## config.mk

```make
export PLATFORM = sky130hd
export DESIGN_NAME = data_mem_responder
export DESIGN_NICKNAME = d
export VERILOG_FILES = /design/src/rtl/dmr_pkg.sv /design/src/rtl/data_mem_responder_byte_ram.sv /design/src/rtl/data_mem_responder.sv
export SDC_FILE = /design/constraint.sdc
export NUM_CORES = 1
export LEC_CHECK = 0
export ABC_AREA = 1
export CORE_MARGIN = 4
export CORE_UTILIZATION = 57
export DETAILED_ROUTE_END_ITERATION = 6
export PLACE_DENSITY = 0.76
export SLEW_MARGIN = 20
export SYNTH_ARGS = -nofsm -noshare
export SYNTH_HDL_FRONTEND = slang
export SYNTH_SLANG_ARGS = --single-unit
```

## constraint.sdc

```tcl
create_clock -name clk -period 4.76 [get_ports clk]
set_input_delay 0.952 -clock clk [delete_from_list [all_inputs] [get_ports clk]]
set_output_delay 0.952 -clock clk [all_outputs]
set_load 0.02 [all_outputs]
```

## src/rtl/dmr_pkg.sv

```systemverilog
// Shared definitions for the byte-serial data-memory responder.
package dmr_pkg;

  localparam int WORD_BYTES = 4;

  typedef enum logic [1:0] {
    IDLE = 2'd0,
    XFER = 2'd1,
    RESP = 2'd2
  } dmr_state_e;

  // Big-endian: beat 0 carries the most significant byte (lane 3).
  function automatic logic [1:0] beat_lane(input logic [1:0] beat);
    return 2'd3 - beat;
  endfunction

  // Extract the byte of a word that travels on a given beat.
  function automatic logic [7:0] word_byte(input logic [31:0] word, input logic [1:0] beat);
    logic [1:0] lane;
    lane = beat_lane(beat);
    return word[int'(lane) * 8 +: 8];
  endfunction

  // Replace the byte of a word that travels on a given beat.
  function automatic logic [31:0] set_byte(input logic [31:0] word, input logic [1:0] beat,
                                           input logic [7:0] value);
    logic [31:0] result;
    logic [1:0]  lane;
    lane   = beat_lane(beat);
    result = word;
    result[int'(lane) * 8 +: 8] = value;
    return result;
  endfunction

endpackage

```

## src/rtl/data_mem_responder_byte_ram.sv

```systemverilog
// Byte-wide single-port storage: synchronous write, combinational read, no reset.
module byte_ram #(
  parameter int DEPTH  = 32,
  parameter int ADDR_W = $clog2(DEPTH)
) (
  input  logic              clk,
  input  logic              we,
  input  logic [ADDR_W-1:0] addr,
  input  logic [7:0]        wdata,
  output logic [7:0]        rdata
);

  logic [7:0] mem_r [DEPTH];

  // Store one byte on enabled clock edges; contents survive reset.
  always_ff @(posedge clk) begin
    if (we) begin
      mem_r[addr] <= wdata;
    end
  end

  assign rdata = mem_r[addr];

endmodule

```

## src/rtl/data_mem_responder.sv

```systemverilog
// Memory-side responder: accepts word requests and serves them one byte per cycle.
module data_mem_responder
  import dmr_pkg::*;
#(
  parameter int DEPTH  = 32,
  parameter int ADDR_W = $clog2(DEPTH)
) (
  input  logic              clk,
  input  logic              reset,
  input  logic              req_valid,
  output logic              req_ready,
  input  logic              req_write,
  input  logic [ADDR_W-1:0] req_addr,
  input  logic [31:0]       req_wdata,
  output logic              rsp_valid,
  input  logic              rsp_ready,
  output logic              rsp_write,
  output logic [31:0]       rsp_rdata
);

  dmr_state_e        state_r;
  dmr_state_e        state_s;
  logic              accept_s;
  logic              req_ready_s;
  logic              rsp_valid_s;
  logic [1:0]        beat_r;
  logic [ADDR_W-1:0] addr_r;
  logic [31:0]       wdata_r;
  logic              write_r;
  logic [31:0]       rdata_r;
  logic              req_ready_r;
  logic              rsp_valid_r;
  logic [ADDR_W-1:0] ram_addr_s;
  logic              ram_we_s;
  logic [7:0]        ram_wdata_s;
  logic [7:0]        ram_rdata_s;

  // Next-state decode; handshake outputs are precomputed here and registered.
  always_comb begin
    state_s  = state_r;
    accept_s = 1'b0;
    case (state_r)
      IDLE: begin
        if (req_valid && req_ready_r) begin
          state_s  = XFER;
          accept_s = 1'b1;
        end else begin
          state_s = IDLE;
        end
      end
      XFER: begin
        if (beat_r == 2'd3) begin
          state_s = RESP;
        end else begin
          state_s = XFER;
        end
      end
      RESP: begin
        if (rsp_ready) begin
          state_s = IDLE;
        end else begin
          state_s = RESP;
        end
      end
      default: begin
        state_s = IDLE;
      end
    endcase
    req_ready_s = (state_s == IDLE);
    rsp_valid_s = (state_s == RESP);
  end

  // Byte address wraps naturally modulo DEPTH; reset blocks the write of the current beat.
  assign ram_addr_s  = addr_r + {{(ADDR_W-2){1'b0}}, beat_r};
  assign ram_we_s    = (state_r == XFER) && write_r && !reset;
  assign ram_wdata_s = word_byte(wdata_r, beat_r);

  byte_ram #(
    .DEPTH (DEPTH),
    .ADDR_W(ADDR_W)
  ) u_ram (
    .clk  (clk),
    .we   (ram_we_s),
    .addr (ram_addr_s),
    .wdata(ram_wdata_s),
    .rdata(ram_rdata_s)
  );

  // State, request capture, beat counting and read-data assembly.
  always_ff @(posedge clk) begin
    if (reset) begin
      state_r     <= IDLE;
      beat_r      <= 2'd0;
      addr_r      <= '0;
      wdata_r     <= 32'h0000_0000;
      write_r     <= 1'b0;
      rdata_r     <= 32'h0000_0000;
      req_ready_r <= 1'b1;
      rsp_valid_r <= 1'b0;
    end else begin
      state_r     <= state_s;
      req_ready_r <= req_ready_s;
      rsp_valid_r <= rsp_valid_s;
      if (accept_s) begin
        addr_r  <= req_addr;
        wdata_r <= req_wdata;
        write_r <= req_write;
        beat_r  <= 2'd0;
        rdata_r <= 32'h0000_0000;
      end else if (state_r == XFER) begin
        beat_r <= beat_r + 2'd1;
        if (!write_r) begin
          rdata_r <= set_byte(rdata_r, beat_r, ram_rdata_s);
        end
      end
    end
  end

  assign req_ready = req_ready_r;
  assign rsp_valid = rsp_valid_r;
  assign rsp_write = write_r;
  assign rsp_rdata = rdata_r;

endmodule

```

==> results of run 1 <==
-- worst register-to-register path: stages, from the launching register on --
cell     delay (ns)
dfxtp_1        0.69
ha_1           0.35
nand3_1        0.14
nand2_1        0.09
nand2_1        0.07
nand2_1        0.08
nor2_1         0.57
nand2_1        0.31
nor2_1         0.71
-- through the flow --
stage	cell area (um^2)	total power, mW
after floorplan	14800	4.00
after global placement	15900	4.40
after detailed placement	15900	4.41
after CTS	17000	6.90
after global routing	17000	7.16
final	17000	6.88
-- sequential cells by signal, summed over array words and instances, names as in the netlist --
name / count
addr_r: 5
beat_r: 2
req_ready: 1
rsp_rdata: 32
rsp_valid: 1
rsp_write: 1
state_r: 2
u_ram.mem_r: 256
wdata_r: 32
-- cell families after synthesis --
logic type / share of synthesized area
AOI/OAI and AO/OA: 0.0385
buffers and inverters: 0.0830
DFF: 0.622
adders and majority gates: 0.00727
and+or+nand+nor: 0.247
xor gates and xnor gates: 0.00169
-- Yosys cell counts --
cell	count	area [um^2]
a21oi_1	38	190
and3_1	1	6.26
buf_1	4	15.0
buf_2	7	35.0
clkbuf_1	61	229
clkinv_1	3	11.3
dfxtp_1	76	1520
edfxtp_1	256	7690
fa_1	1	20.0
ha_1	7	87.6
inv_1	248	931
inv_2	2	7.51
nand2_1	754	2830
nand3_1	16	80.1
nand3b_1	1	7.51
nand4_1	16	100
nor2_1	147	552
nor2_2	10	62.6
nor3_2	1	10.0
nor4_2	1	12.5
o21ai_0	54	270
o21bai_1	8	60.1
o22ai_1	8	50.1
xor2_1	1	8.76
xor2_2	1	16.3
-- metal layers --
metal,track usage,vias to the layer above
li1,-,5443
met1,0.329,5236
met2,0.428,451
met3,0.0405,89
met4,0.0805,0
met5,0,-
-- power groups by stage --
stage | Sequential [mW] | Clock (mW) | Combinational, mW
finish | 3.27 | 2.51 | 1.09
global route | 3.28 | 2.67 | 1.21
CTS | 3.27 | 2.54 | 1.09
detailed placement | 3.33 | 0 | 1.08
global placement | 3.33 | 0 | 1.06
floorplan | 3.34 | 0 | 0.666
-- layout make-up --
class                   count  area share
clock buffers              53      0.0592
clock inverters            10     0.00258
inverters                 253      0.0560
multi-input cells        1065       0.261
flip-flops and latches    332       0.542
well taps                 330      0.0243
repair buffers             98      0.0552
-- path summary, 6_finish.rpt --
| path | to | cells past startpoint |
|---|---|---|
| max | u_ram.mem_r[26][7]$_DFFE_PP_ | 8 |
| min | rsp_rdata[5]$_SDFFE_PP0P_ | 2 |
| max reg2reg | u_ram.mem_r[26][7]$_DFFE_PP_ | 8 |
| min reg2reg | rsp_rdata[5]$_SDFFE_PP0P_ | 2 |
==> flow_summary_export.csv, run 1 <==
group,metric,value,unit
timing,setup_viol,0,
global_route,grt_pass1_vias,10905,
timing,hold_viol,0,
place,gp_congestion,0.899,
yosys,synth_cells,1722,
finish,final_layout_size_suffix_gt1_frac,0.0502,
finish,final_cells,2141,
critical_path,end_kind,"register",
timing,finalCriticalPeriod,3.38,ns
timing,tns,0,ns
detailed_routing,drt-wirelength-per-cell,16.7,um
detailed_routing,ant_nets,0,
detailed_routing,dr_wl_met2,17.6,mm
finish,num_antenna_cells,0,
critical_path,cp_cell_sequence,"ha_1 -> nand3_1 -> nand2_1 -> nand2_1 -> nand2_1 -> nor2_1 -> nand2_1 -> nor2_1",
die,die-area,28600,um^2
die,io_pins,77,
detailed_routing,dr_wl_met3,2.66,mm
yosys,yosys_warnings,0,
power,p_per_area,405,nW/um^2
place,portBuffers,76,
timing,finalMaxSlewViolations,0,
finish,area_growth,14.8,%
critical_path,crit_top_cell,"nand2_1",
yosys,ys_ff_latch,332,
finish,fin_nets,1835,
timing,finalCritPeriodShare,0.710,
power,power_frac_clock,0.365,
global_route,grt_first_pass_wirelength,56.6,mm
critical_path,cp_slowest_cell,"nor2_1",
worst_hold_path,hp-start,"rsp_rdata[5]$_SDFFE_PP0P_",
die,coreArea,25400,um^2
detailed_routing,drc_errors,0,
critical_path,crit_type,"reg -> reg",
critical_path,path_buf_inv,0,
status,status,"finished clean",
global_route,grt_start_max_net_pins,94,
die,fp.dieW,169,um
timing,setup_slack,1.38,ns
timing,hold_ws,0.463,ns
clocking,h-tree-depth,2,
clocking,post_cts_buffers,0,
detailed_routing,avgViaCountPerCell,5.24,
detailed_routing,vias,11219,
timing,grt_setup_unrepaired,"no",
yosys,synth_area,14800,um^2
power,leakage,7.76,nW
clocking,clkSinkCount,332,
power,seqPwrFrac,0.476,
critical_path,critPathArrivalTime,3.52,ns
detailed_routing,drtIter0Drc,1146,
timing,relSlewSlack,0.447,
run,max_cap_violations,0,
detailed_routing,drt-met1-wl,14.3,mm
clocking,cts_buffers,35,
power,p_int,4.99,mW
yosys,ys_seq_area_frac,0.622,
yosys,synth_cell_type_count,25,
finish,layout_commonest_cell,"nand2_1",
critical_path,critPathRequiredTime,4.90,ns
critical_path,reg2reg_slack,1.38,ns
clocking,cts_hold_buf,0,
global_route,grt-ovfl-total,0,
die,start_util,0.583,
power,p_switching,1.89,mW
clocking,clk_latency,0.51,ns
detailed_routing,routed_wl,35.7,mm
timing,worst_pin_slew,0.826,ns
global_route,track_usage,0.250,
critical_path,critPathMaxStageDelay,0.71,ns
clocking,root_buffer,"clkbuf_16",
clocking,cts_buffer_depth,3,
global_route,antenna_found_initial,0,
detailed_routing,dr.max_layer_used,"met4",
clocking,cts_tree,"built",
critical_path,timing.rr.start,"beat_r[1]$_SDFFE_PP0N_",
finish,ff_latch_area,9210,um^2
die,rows,58,
timing,clock.fmax,296,MHz
finish,final_cell_mix,"753 x nand2_1, 256 x edfxtp_1, 248 x inv_1, 147 x nor2_1",
finish,multi_input_area,4430,um^2
die,die_h,169,um
finish,fin_util,0.669,
clocking,cts_resized,0,
power,swShare,0.274,
yosys,avgSynthCellArea,8.60,um^2
place,dp_hpwl,21.8,mm
clocking,path_clk_slew,0.06,ns
critical_path,cp-startpoint,"beat_r[1]$_SDFFE_PP0N_",
critical_path,crit_family,"simple AND/OR/NAND/NOR gates",
critical_path,start_kind,"register",
finish,fill_cells,1982,
yosys,synth_fp_nets,1772,
place,dp_cells,2078,
place,dp_slack,1.21,ns
power,pwr-share-comb,0.159,
timing,finClkSkew,0.0157,ns
power,ir_drop,253,uV
worst_hold_path,hp-class,"reg -> reg",
detailed_routing,dr.pass1.iters,6,
critical_path,cp_max_fo,15,
Power figures use the tool's default switching activity.
==> run 2, diff against run 1 <==
--- a/config.mk
+++ b/config.mk
@@ -7,7 +7,7 @@
 export LEC_CHECK = 0
 export ABC_AREA = 1
 export CORE_MARGIN = 4
-export CORE_UTILIZATION = 57
+export CORE_UTILIZATION = 54
 export DETAILED_ROUTE_END_ITERATION = 6
 export PLACE_DENSITY = 0.76
 export SLEW_MARGIN = 20
==> constraint.sdc (replaced) <==
create_clock -name clk -period 2.8 [get_ports clk]
set_input_delay 0.56 -clock clk [delete_from_list [all_inputs] [get_ports clk]]
set_output_delay 0.56 -clock clk [all_outputs]
set_load 0.02 [all_outputs]
==> run 2 against run 1 <==
Compared with the run above: register-to-register slack worse by 1.2 ns; critical path depth grew 4; die area increased by 5.3%; critical endpoint is now rsp_rdata[22]$_SDFFE_PP0P_; fmax grew 28%; count of clock-buffer cells in the layout is 1 lower.
==> flow_summary_export.csv, run 2 (same netlist as run 1, synthesis figures left out) <==
group,metric,value,unit
place,dp_cells,2141,
critical_path,critPathArrivalTime,3.08,ns
finish,final_cell_mix,"754 x nand2_1, 256 x edfxtp_1, 248 x inv_1, 147 x nor2_1",
global_route,grt_start_max_net_pins,131,
timing,tns,0,ns
run,max_cap_violations,0,
timing,finalCriticalPeriod,2.63,ns
finish,multi_input_area,4430,um^2
clocking,cts_buffer_depth,3,
die,coreArea,27000,um^2
die,rows,60,
timing,hold_viol,0,
global_route,track_usage,0.231,
die,die-area,30100,um^2
timing,relSlewSlack,0.246,
power,finalPower,11.8,mW
clocking,cts_hold_buf,0,
global_route,grt-ovfl-total,0,
finish,fin_util,0.650,
die,fp.dieW,174,um
clocking,cts_resized,0,
finish,final_layout_size_suffix_gt1_frac,0.0756,
detailed_routing,routed_wl,35.1,mm
clocking,path_clk_slew,0.06,ns
finish,layout_commonest_cell,"nand2_1",
timing,clock.fmax,380,MHz
finish,final_cells,2207,
timing,finalCritPeriodShare,0.940,
worst_hold_path,hp-class,"reg -> reg",
finish,largest-register,"u_ram.mem_r",
finish,fin_area,17500,um^2
status,status,"finished clean",
critical_path,cp_slowest_cell,"fa_2",
place,dp_slack,0.116,ns
critical_path,start_kind,"register",
critical_path,crit_family,"simple AND/OR/NAND/NOR gates",
power,ir_drop,458,uV
detailed_routing,dr.pass1.iters,7,
clocking,h-tree-depth,2,
global_route,grt_first_pass_wirelength,56.1,mm
timing,setup_slack,0.167,ns
place,portBuffers,76,
die,io_pins,77,
power,leakage,8.07,nW
finish,fin_nets,1888,
clocking,clk_latency,0.52,ns
clocking,cts_buffers,36,
critical_path,critPathMaxStageDelay,0.36,ns
die,start_util,0.549,
finish,area_growth,18.3,%
clocking,root_buffer,"clkbuf_16",
critical_path,path_buf_inv,2,
detailed_routing,ant_nets,0,
detailed_routing,avgViaCountPerCell,5.07,
detailed_routing,drt-wirelength-per-cell,15.9,um
finish,fill_cells,2143,
clocking,cts_tree,"built",
timing,hold_ws,0.468,ns
global_route,grt_pass1_vias,10896,
detailed_routing,vias,11180,
place,gp_congestion,0.915,
critical_path,end_kind,"register",
place,placed_cell_area,16400,um^2
critical_path,cp_cell_sequence,"ha_4 -> fa_2 -> xor2_2 -> inv_2 -> buf_12 -> nand2_1 -> nand2_1 -> nand2_1 -> nand2_1 -> nor2_2 -> nand3_1 -> a21oi_1",
clocking,clkSinkCount,332,
critical_path,crit_type,"reg -> reg",
timing,finalMaxSlewViolations,0,
finish,num_antenna_cells,0,
critical_path,critPathRequiredTime,3.25,ns
detailed_routing,drc_errors,0,
timing,worst_pin_slew,1.13,ns
finish,ff_latch_area,9210,um^2
clocking,post_cts_buffers,0,
global_route,antenna_found_initial,0,
timing,finClkSkew,0.0154,ns
die,die_h,174,um
power,p_per_area,675,nW/um^2
timing,grt_setup_unrepaired,"no",
detailed_routing,drtIter0Drc,1291,
critical_path,cp_max_fo,22,
place,dp_hpwl,21.8,mm
finish,largest_reg_flops,256,
critical_path,crit_top_cell,"nand2_1",
timing,setup_viol,0,
==> run 2: changes by cell type in the layout (fill, tap and decap cells not counted), sizes merged <==
| cell | previous run | this run |
|---|---|---|
| buf | 22 | 74 |
| clkbuf | 53 | 52 |
| clkinv | 13 | 18 |
| inv | 250 | 249 |
==> run 2: worst reg2reg max path, cell delays in order (launching register included) <==
cell	delay, ns
dfxtp_1	0.33
ha_4	0.17
fa_2	0.36
xor2_2	0.35
inv_2	0.24
buf_12	0.22
nand2_1	0.08
nand2_1	0.08
nand2_1	0.09
nand2_1	0.10
nor2_2	0.27
nand3_1	0.13
a21oi_1	0.15
==> run 2: metal layers <==
metal	share of wire	vias to the layer above	GRT usage	wire length, um
li1	-	5562	-	-
met1	0.42	5122	0.313	14700
met2	0.48	416	0.386	16900
met3	0.069	80	0.0340	2400
met4	0.028	0	0.0778	989
met5	0	-	0	0
==> run 2: power breakdown <==
| part | internal (mW) | switching (mW) |
|---|---|---|
| Sequential | 5.52 | 0.0426 |
| Clock | 2.54 | 1.82 |
| Combinational | 0.546 | 1.35 |
| Total | 8.60 | 3.21 |
==> run 2: final cells by class <==
type / count / area share
Sequential cell: 332 / 0.526
Multi-Input combinational cell: 1065 / 0.253
Timing Repair Buffer: 150 / 0.0802
Clock buffer: 52 / 0.0585
Inverter: 253 / 0.0543
Tap cell: 341 / 0.0244
Clock inverter: 14 / 0.00379
==> run 2: worst paths after layout <==
kind         cells after the start  slack (ns)                        from                         end
min reg2reg                      2        0.47  rsp_rdata[24]$_SDFFE_PP0P_  rsp_rdata[24]$_SDFFE_PP0P_
max reg2reg                     12        0.17      beat_r[0]$_SDFFE_PP0N_  rsp_rdata[22]$_SDFFE_PP0P_
max                             12        0.17      beat_r[0]$_SDFFE_PP0N_  rsp_rdata[22]$_SDFFE_PP0P_
min                              2        0.47  rsp_rdata[24]$_SDFFE_PP0P_  rsp_rdata[24]$_SDFFE_PP0P_
==> run 3, diff against run 2 <==
--- a/config.mk
+++ b/config.mk
@@ -6,6 +6,7 @@
 export NUM_CORES = 1
 export LEC_CHECK = 0
 export ABC_AREA = 1
+export CORE_ASPECT_RATIO = 0.8
 export CORE_MARGIN = 4
 export CORE_UTILIZATION = 54
 export DETAILED_ROUTE_END_ITERATION = 6
==> run 3 against run 2 <==
Compared with the run above: power down 0.45%; via count grew 2.4%; flip-flop and latch count did not move; highest routed layer unchanged; clock skew increased by 0.0026 ns; critical endpoint is now rsp_rdata[27]$_SDFFE_PP0P_; combinational power up 3%; clock power is 2% lower; register-to-register slack worse by 0.02 ns; sequential share of layout area grew 0.25 points; final area down 0.46%.
==> flow_summary_export.csv, run 3 (same netlist as run 1, synthesis figures left out) <==
group,metric,value,unit
global_route,track_usage,0.248,
global_route,grt-ovfl-total,0,
detailed_routing,avgViaCountPerCell,5.17,
place,dp_hpwl,23.5,mm
timing,finalCritPeriodShare,0.948,
clocking,cts_buffer_depth,3,
die,start_util,0.555,
detailed_routing,drc_errors,0,
detailed_routing,vias,11446,
detailed_routing,dr.pass1.iters,5,
timing,grt_setup_unrepaired,"no",
run,max_cap_violations,0,
finish,fin_util,0.654,
critical_path,critPathArrivalTime,3.10,ns
timing,setup_viol,0,
worst_hold_path,min_path_cells,2,
critical_path,start_kind,"register",
die,coreArea,26700,um^2
worst_hold_path,hp-start,"rsp_rdata[1]$_SDFFE_PP0P_",
critical_path,timing.rr.start,"beat_r[0]$_SDFFE_PP0N_",
power,finalPower,11.8,mW
detailed_routing,routed_wl,37.3,mm
finish,fin_area,17400,um^2
finish,largest-register,"u_ram.mem_r",
clocking,clk_latency,0.51,ns
die,die_h,156,um
finish,final_layout_size_suffix_gt1_frac,0.0792,
critical_path,regToRegEndpoint,"rsp_rdata[27]$_SDFFE_PP0P_",
timing,finalMaxSlewViolations,0,
critical_path,crit_top_cell,"nand2_1",
power,leakage,8.03,nW
finish,fin_nets,1882,
power,ir_drop,586,uV
die,fp.dieW,193,um
timing,worst_pin_slew,0.599,ns
clocking,cts_buffers,34,
detailed_routing,ant_nets,0,
place,dp_slack,-0.0771,ns
critical_path,reg2reg_slack,0.14,ns
global_route,grt_first_pass_wirelength,58.4,mm
timing,finalCriticalPeriod,2.66,ns
finish,num_antenna_cells,0,
finish,fill_cells,2166,
timing,finClkSkew,0.0181,ns
timing,hold_viol,0,
critical_path,cp_slowest_cell,"fa_2",
global_route,antenna_found_initial,0,
timing,relSlewSlack,0.598,
place,gp_congestion,0.926,
finish,final_cell_mix,"754 x nand2_1, 256 x edfxtp_1, 248 x inv_1, 147 x nor2_1",
status,status,"finished clean",
worst_hold_path,hold-path-endpoint,"rsp_rdata[1]$_SDFFE_PP0P_",
finish,area_growth,17.7,%
critical_path,critPathMaxStageDelay,0.54,ns
clocking,cts_tree,"built",
critical_path,crit_type,"reg -> reg",
timing,clock.fmax,377,MHz
die,die-area,30100,um^2
timing,tns,0,ns
detailed_routing,drt-wirelength-per-cell,16.8,um
global_route,grt_pass1_vias,10928,
clocking,root_buffer,"clkbuf_16",
clocking,clkSinkCount,332,
critical_path,critPathRequiredTime,3.24,ns
die,rows,53,
finish,largest_reg_flops,256,
clocking,h-tree-depth,2,
clocking,path_clk_slew,0.06,ns
finish,layout_commonest_cell,"nand2_1",
die,io_pins,77,
detailed_routing,drtIter0Drc,1303,
place,portBuffers,76,
power,p_per_area,675,nW/um^2
timing,setup_slack,0.144,ns
global_route,grt_start_max_net_pins,131,
worst_hold_path,hp-class,"reg -> reg",
place,placed_cell_area,16400,um^2
critical_path,cp_cell_sequence,"ha_4 -> fa_2 -> inv_1 -> buf_12 -> nand2_1 -> nand2_1 -> nand2_1 -> nand2_1 -> nand2_1 -> nand2_1 -> nor2_2 -> nand4_1 -> a21oi_1",
critical_path,end_kind,"register",
critical_path,cp_max_fo,34,
critical_path,rr_worst_depth,13,
==> run 3: final cells by class <==
type | count | area (um^2) | share of cell area
Sequential cell | 332 | 9210 | 0.528
Multi-Input combinational cell | 1065 | 4440 | 0.255
Timing Repair Buffer | 146 | 1340 | 0.0767
Clock buffer | 49 | 981 | 0.0563
Inverter | 253 | 951 | 0.0546
Tap cell | 357 | 447 | 0.0256
Clock inverter | 11 | 65.1 | 0.00373
==> run 3: layer usage <==
layer	wire, um	global-route usage	up-vias
met5	0	0	-
met4	994	0.0755	0
li1	-	-	5544
met2	16600	0.374	479
met3	3430	0.0472	78
met1	16300	0.368	5345
==> run 3: critical path: cells and delay by family (launching register included) <==
kind | cells | cell delay [ns]
simple gates | 8 | 0.94
fa+ha+maj | 2 | 0.71
compound gates | 1 | 0.15
buf+inv | 2 | 0.42
flops | 1 | 0.34
==> run 3: worst max-delay path by stage <==
stage	from	to	cells after the start
finish	beat_r[0]$_SDFFE_PP0N_	rsp_rdata[27]$_SDFFE_PP0P_	13
global route	beat_r[0]$_SDFFE_PP0N_	rsp_rdata[12]$_SDFFE_PP0P_	12
CTS	beat_r[0]$_SDFFE_PP0N_	u_ram.mem_r[30][7]$_DFFE_PP_	6
detailed placement	beat_r[0]$_SDFFE_PP0N_	u_ram.mem_r[30][4]$_DFFE_PP_	6
global placement	beat_r[0]$_SDFFE_PP0N_	u_ram.mem_r[2][2]$_DFFE_PP_	6
floorplan	beat_r[0]$_SDFFE_PP0N_	u_ram.mem_r[0][0]$_DFFE_PP_	7
==> run 3: power by group <==
| part | switching, mW | internal (mW) | total [mW] |
|---|---|---|---|
| Sequential | 0.0433 | 5.52 | 5.56 |
| Clock | 1.81 | 2.44 | 4.25 |
| Combinational | 1.42 | 0.530 | 1.95 |
==> run 3: per-stage QoR <==
stage / hold slack (ns) / std cells
2_1_floorplan: 0.472 / 1722
3_3_place_gp: 0.457 / 2153
3_5_place_dp: 0.460 / 2153
4_1_cts: 0.470 / 2213
5_1_grt: 0.478 / 2213
6_report: 0.469 / 2213
==> run 3: repair_timing <==
item	4_1_cts	5_1_grt
hold endpoints to repair	0	0
setup endpoints to repair	51	0
hold buffers	0	0
setup buffers	0	0
gates resized for setup	2	0
